===== config.mk =====
export PLATFORM = sky130hd
export DESIGN_NAME = alu_seq
export DESIGN_NICKNAME = d
export VERILOG_FILES = /design/src/rtl/alu_seq.sv
export SDC_FILE = /design/constraint.sdc
export NUM_CORES = 2
export LEC_CHECK = 0
export ABC_AREA = 0
export BUFFER_PORTS_ARGS = -buffer_cell sky130_fd_sc_hd__buf_4
export CORE_ASPECT_RATIO = 1.1
export CORE_MARGIN = 2
export CORE_UTILIZATION = 45
export CTS_BUF_LIST = sky130_fd_sc_hd__clkbuf_4
export CTS_CLUSTER_SIZE = 10
export DETAILED_ROUTE_END_ITERATION = 10
export PLACE_DENSITY = 0.73
export SYNTH_ARGS = -nofsm -noshare
export SYNTH_HDL_FRONTEND = slang
export SYNTH_SLANG_ARGS = --single-unit

===== constraint.sdc =====
create_clock -name Clk -period 6.42 [get_ports Clk]
set_input_delay 0.642 -clock Clk [delete_from_list [all_inputs] [get_ports Clk]]
set_output_delay 0.642 -clock Clk [all_outputs]
set_load 0.05 [all_outputs]

===== src/rtl/alu_seq.sv =====
// Registered ALU with single-cycle logic/arith/shift ops and an iterative shift-add multiply.
// States: IDLE | idle, accepts Start ; MUL | shift-add iterations, Busy high
module alu_seq #(
    parameter int WIDTH = 64
) (
    input  logic             Clk,
    input  logic             Reset,
    input  logic             Start,
    input  logic [3:0]       ALUCtrl,
    input  logic [WIDTH-1:0] BusA,
    input  logic [WIDTH-1:0] BusB,
    output logic             Busy,
    output logic             Done,
    output logic [WIDTH-1:0] BusW,
    output logic             Zero,
    output logic             Negative,
    output logic             Carry,
    output logic             Overflow
);
    localparam int SHW = $clog2(WIDTH);

    typedef enum logic {IDLE, MUL} state_t;

    state_t           state;
    logic [WIDTH-1:0] mcand;
    logic [WIDTH-1:0] mplier;
    logic [WIDTH-1:0] acc;
    logic [SHW-1:0]   cnt;

    logic [WIDTH:0]   sum_add;
    logic [WIDTH:0]   sum_sub;
    logic [WIDTH-1:0] res;
    logic             res_c;
    logic             res_v;
    logic [WIDTH-1:0] acc_next;

    always_comb begin
        sum_add = {1'b0, BusA} + {1'b0, BusB};
        sum_sub = {1'b0, BusA} + {1'b0, ~BusB} + (WIDTH+1)'(1);
        res     = '0;
        res_c   = 1'b0;
        res_v   = 1'b0;
        case (ALUCtrl)
            4'd0: res = BusA & BusB;
            4'd1: res = BusA | BusB;
            4'd2: begin
                res   = sum_add[WIDTH-1:0];
                res_c = sum_add[WIDTH];
                res_v = (BusA[WIDTH-1] == BusB[WIDTH-1]) &&
                        (sum_add[WIDTH-1] != BusA[WIDTH-1]);
            end
            4'd3: res = BusA << BusB[SHW-1:0];
            4'd4: res = BusA >> BusB[SHW-1:0];
            4'd6: begin
                // carry set means no borrow
                res   = sum_sub[WIDTH-1:0];
                res_c = sum_sub[WIDTH];
                res_v = (BusA[WIDTH-1] != BusB[WIDTH-1]) &&
                        (sum_sub[WIDTH-1] != BusA[WIDTH-1]);
            end
            4'd7: res = BusB;
            default: res = '0;
        endcase
    end

    always_comb begin
        acc_next = mplier[0] ? (acc + mcand) : acc;
    end

    always_ff @(posedge Clk) begin
        if (Reset) begin
            state    <= IDLE;
            Busy     <= 1'b0;
            Done     <= 1'b0;
            BusW     <= '0;
            Zero     <= 1'b0;
            Negative <= 1'b0;
            Carry    <= 1'b0;
            Overflow <= 1'b0;
            mcand    <= '0;
            mplier   <= '0;
            acc      <= '0;
            cnt      <= '0;
        end else begin
            Done <= 1'b0;
            case (state)
                IDLE: begin
                    if (Start) begin
                        if (ALUCtrl == 4'd8) begin
                            state  <= MUL;
                            Busy   <= 1'b1;
                            mcand  <= BusA;
                            mplier <= BusB;
                            acc    <= '0;
                            cnt    <= '0;
                        end else begin
                            Done     <= 1'b1;
                            BusW     <= res;
                            Zero     <= (res == '0);
                            Negative <= res[WIDTH-1];
                            Carry    <= res_c;
                            Overflow <= res_v;
                        end
                    end
                end
                MUL: begin
                    acc    <= acc_next;
                    mcand  <= mcand << 1;
                    mplier <= mplier >> 1;
                    cnt    <= cnt + 1'b1;
                    if (cnt == SHW'(WIDTH-1)) begin
                        state    <= IDLE;
                        Busy     <= 1'b0;
                        Done     <= 1'b1;
                        BusW     <= acc_next;
                        Zero     <= (acc_next == '0);
                        Negative <= acc_next[WIDTH-1];
                        Carry    <= 1'b0;
                        Overflow <= 1'b0;
                    end
                end
                default: state <= IDLE;
            endcase
        end
    end
endmodule


# Yosys cells after proc, flatten, opt, wreduce, memory -nomap -nowiden
# Index checks and enable logic that the tools add are counted.
[totals]
input_bits = 135
wordCells = 93
regBits = 269
output_inout_bits = 70
[op_classes]
mux = 46
bitwise = 4
n_reduce_logical = 8
n_eq_ne = 16
shifts = 2
add_sub_neg = 5
[ops]
columns = ["cell", "n"]
rows = [
  ["$mux 64", 10],
  ["$pmux 64 s2", 4],
  ["$pmux 64 s7", 1],
  ["$add 64x64->65", 2],
  ["$logic_not 64->1", 2],
  ["$add 65x1->65 const B", 1],
  ["$add 64x64->64", 1],
  ["$and 64x64->64", 1],
  ["$not 64->64", 1],
  ["$or 64x64->64", 1],
  ["$shl 64x6->64", 1],
  ["$shr 64x6->64", 1],
  ["$mux 1", 19],
  ["$pmux 1 s2", 9],
  ["$eq 4x3->1 const B", 3],
  ["$mux 6", 2],
  ["$pmux 6 s2", 1],
  ["$eq 4x2->1 const B", 2],
  ["$add 6x1->6 const B", 1],
  ["$eq 6x6->1 const B", 1],
  ["$ne 2x2->1 const B", 3],
  ["$reduce_and 3->1", 2],
  ["$eq 4x1->1 const B", 1],
  ["$eq 4x4->1 const B", 1],
  ["other kinds (7)", 10],
]

# Longest topological paths before layout
[logic_depth]
ltp_word = 9
mapped_depth = 22

# Least setup slack after synthesis
# OpenSTA, ideal clock, no wires.
[synth_timing]
kind = "input to register"
from = "in BusB[3]"
to = "reg Zero"
required_time_ps = 6333
path_buffers = 6
cell_stages = 21
arrival_time_ps = 5658
slack_ps = 675
path_cell_list = "inv_1 clkbuf_1 buf_2 buf_1 buf_1 clkbuf_1 ha_1 clkbuf_1 o211ai_1 a2111oi_0 nor3_1 o21a_1 a221o_1 a2111oi_0 nand4_1 nor4_1 nand4b_1 or4_1 nor4_1 a21oi_1 o31ai_1"
[synth_via]
elab_chain_cells = 8
[synth_lines]
columns = ["element", "line", "source"]
rows = [
  ["from (decl)", "11", "input logic [WIDTH-1:0] BusB,"],
  ["$not 64->64", "39", "sum_sub = {1'b0, BusA} + {1'b0, ~BusB} + (WIDTH+1)'(1);"],
  ["$add 64x64->65", "39", ""],
  ["$add 65x1->65", "39", ""],
  ["$pmux 64 s7 (*)", "43", "case (ALUCtrl)"],
  ["$logic_not 64->1 (*)", "99", "Zero <= (res == '0);"],
  ["$mux 1 (*)", "89", "if (ALUCtrl == 4'd8) begin"],
  ["$mux 1 (*)", "88", "if (Start) begin"],
  ["$pmux 1 s2 (*)", "86", "case (state)"],
  ["to (signal assigned)", "99", ""],
  ["to (signal assigned)", "116", "Zero <= (acc_next == '0);"],
  ["to (decl)", "15", "output logic Zero,"],
]
# Mark *: on every way between the ends. The rest lies on a longest branch, timed or not. The select of a mux whose other input is x is not followed.
# A chain may end at the register's enable or synchronous reset.

# Worst setup path after layout
[layout_timing]
from = "reg acc[0]"
to = "reg Zero"
[layout_via]
elab_chain_cells = 5
[layout_lines]
columns = ["element", "line", "source"]
rows = [
  ["from (decl)", "27", "logic [WIDTH-1:0] acc;"],
  ["from (signal assigned)", "107", "acc <= acc_next;"],
  ["$add 64x64->64", "67", "acc_next = mplier[0] ? (acc + mcand) : acc;"],
  ["$mux 64 (*)", "67", ""],
  ["$logic_not 64->1 (*)", "116", ""],
  ["$mux 1 (*)", "111", "if (cnt == SHW'(WIDTH-1)) begin"],
  ["$pmux 1 s2 (*)", "86", ""],
]
# Marked as above.

==> reports/qor.yml <==
synthFlopType: "dfxtp_1"
avgSynthCellArea_um2: 6.935
numCtsBuffers: 77
crit_slowest_cell: "o31ai_1"
design.core.area_mm2: 0.08033
combPwrFrac: 0.467
hold_buffers: 0
ctsHtreeMaxLevel: 3
synth_area_leader_cell: "dfxtp_1"
grt_max_degree: 142
vias: 45790
layout-drive-gt1-share: 0.1539
grt_use_total: 0.5097
vdd_drop_max_v: 0.0001499
final_cell_count_no_fill: 6518
leakagePower_nw: 17.25
cts_tree: "built"
grt-ovfl-total: 0
syn2layout_area_growth_pct: 12.16
wl_um: 219300
place.detailed.hpwl_um: 172100
start_kind: "flip-flop"
r2r-start: "acc[0]"
clockBufferDepth: 3
grt_antenna_before_repair: 24
cts-resized-gates: 0
grt_pass1_vias: 42090
cp_num_buf_inv: 1
syn_nets: 5662
die_w_um: 275.3
status: "finished, violations left"
die_area_mm2: 0.08323
synth_edf_count: 0
slew_violations: 2
synthArstFlopShare: 0
clock.fmax_ghz: 0.1702
post-cts-setup-buffer-count: 0
tightest_slew_ns: 1.521
critPathArrivalTime_ns: 6.68
drtPass1Iterations: 8
nNetsFinal: 5811
synthTopCellsByArea: "dfxtp_1 (15%), a21oi_1 (9.7%), ha_1 (9.3%), nor2_1 (8.9%), mux4_2 (5.8%)"
rows: 109
synth-seq-area-share: 0.1473
synth_seq_cells: 268
start_util: 0.4534
fill_cells: 8163
antenna_left: 0
gp_congestion: 1.133
relSlewSlack: -0.02490
rsz0062_at_grt: "false"
dp.cells: 6376
criticalPathCategory: "reg -> reg"
p_switching_w: 0.003128
ff2ff_setup_slack_ns: 0.54
critPathTopFamily: "compound AO/OA/AOI/OAI gates"
finalCritPeriodShare: 0.9152
grt_pass1_wl_um: 305900
wl_per_cell_um: 33.64
power.density_cell_area_mw_per_mm2: 163.7
regToRegEndpoint: "Zero"
cts.sinks: 268
worstPathRequired_ns: 7.22
crit_chain: "ha_1 -> fa_1 -> a211oi_1 -> o21ai_1 -> a21oi_1 -> buf_4 -> o31ai_1 -> a31oi_2 -> o41ai_1 -> and2_1 -> a41oi_1 -> xnor2_1 -> nor4_1 -> a21oi_1 -> nor4_1 -> nand3b_1 -> o31ai_1"
post-route-util: 0.5086
clock-root-buffer: "clkbuf_4"
synth.distinct_cells: 95
drc: 0
synthCells: 5252
period_needed_ns: 5.875
pin_count: 205
hold_class: "in -> reg"
synth.most_common_cell: "nor2_1"
clock_latency_ns: 0.98
finalHoldViolations: 0
clock_skew_ns: 0.1389
synth_commonest_cells: "nor2_1 (864), a21oi_1 (707), nand2_1 (471)"
slowest_delay_ns: 0.82
p_int_w: 0.003561
max_cap_violations: 2
syn_area_mm2: 0.03642
clk_pin_slew_worst_paths_ns: 0.07
synth_top_area_frac: 0.1473
power_frac_clock: 0.272
endpoint_kind: "flip-flop"
die_h_um: 302.4
vias_per_cell: 7.025
rr_worst_depth: 17
seq_power_share: 0.261
cp_max_fo: 4
finalSetupTns_ns: 0
port-buffer-count: 204
swShare: 0.4676
failed_checks: "max-capacitance violations, max-slew violations"
yosys_warnings: 0
holdPathStages: 5
setup_viol: 0
first_iter_violations: 7096
hold-path-endpoint: "mplier[63]"
min-delay-start: "BusB[63]"
==> cell usage in the layout, fill, tap and decap left out, types with 54 or more instances in the layout <==
cell type  netlist  layout
o21ai_0        301     301
mux2_2          91      91
buf_4           15     452
nor2_1         864     862
inv_1          219     217
o31ai_1         55      54
a21oi_1        707     707
mux4_2          94      94
nand3_1         82      81
a211oi_1       109     109
a21o_1          55      55
nand4_1         73      73
nand2_1        471     470
o211ai_1        71      71
ha_1           272     272
dfxtp_1        268     266
clkbuf_4         0     109
nor3_1         101      99
mux2i_1        136     136
==> worst reg2reg max path, stage by stage (launching register included) <==
cell      delay, ns
dfxtp_1        0.39
ha_1           0.24
fa_1           0.27
a211oi_1       0.13
o21ai_1        0.23
a21oi_1        0.10
buf_4          0.16
o31ai_1        0.82
a31oi_2        0.32
o41ai_1        0.65
and2_1         0.25
a41oi_1        0.16
xnor2_1        0.81
nor4_1         0.19
a21oi_1        0.56
nor4_1         0.11
nand3b_1       0.20
o31ai_1        0.10
==> per-stage QoR <==
stage	hold WS, ns	power, W	setup slack, ns	cell area [um^2]
finish	0.1521	0.006689	0.5446	40850
global route	0.1899	0.006822	0.4048	40840
CTS	0.1244	0.006504	1.056	40840
detailed placement	0.4644	0.004700	0.1335	39810
global placement	0.4551	0.004718	0.001021	39810
floorplan	0.4485	0.003398	0.6751	36420
==> area by class of cell <==
class                           instances  area [um^2]  area share
Inverter                              221        830.8     0.02034
Sequential cell                       268         5370      0.1315
Antenna cell                            6        15.01   0.0003675
Multi-Input combinational cell       4367        28640      0.7012
Timing Repair Buffer                  466         3650     0.08934
Tap cell                             1054         1319     0.03228
Clock buffer                          109        818.3     0.02003
Clock inverter                         27        205.2    0.005023
==> flip-flops by register name (all words and copies together) (netlist names) <==
name and count:
Overflow 1, state 1, Done 1, acc 64, mcand 64, Busy 1
mplier 64, Carry 1, BusW 64, cnt 6, Zero 1
==> power groups by stage <==
stage	Combinational (W)	Clock, W	Sequential, W
finish	0.00312	0.00182	0.00175
global route	0.00317	0.00190	0.00175
CTS	0.00293	0.00183	0.00175
detailed placement	0.00292	0	0.00178
global placement	0.00294	0	0.00178
floorplan	0.00150	0	0.00190
==> layer usage <==
layer / GRT usage / up-vias / part of all wire
met2: 0.7109 / 3559 / 0.39
met3: 0.2337 / 875 / 0.15
met4: 0.3331 / 34 / 0.080
met1: 0.6255 / 21620 / 0.37
met5: 0.005721 / - / 0.0018
li1: - / 19700 / -
==> worst max-delay path by stage <==
stage | from | endpoint | slack, ns | cells after the start
detailed placement | BusB[2] | Zero | 0.13 | 17
finish | acc[0] | Zero | 0.54 | 17
CTS | acc[0] | Zero | 1.06 | 17
floorplan | BusB[3] | Zero | 0.68 | 21
global placement | BusB[2] | Zero | 0.001 | 17
global route | acc[0] | Zero | 0.40 | 17
==> cell families (layout without fill, tap and decap cells) <==
family / after synthesis / count (layout) / share of synthesized area
muxes: 331 / 331 / 0.1268
AOI/OAI and AO/OA: 1836 / 1836 / 0.3202
adders and majority gates: 275 / 275 / 0.09509
and+or+nand+nor: 1851 / 1851 / 0.2243
other: 0 / 6 / 0
buffers and inverters: 617 / 823 / 0.06853
DFF: 268 / 268 / 0.1473
xor gates and xnor gates: 74 / 74 / 0.01779
No activity file was read; power rests on OpenSTA's default activity.
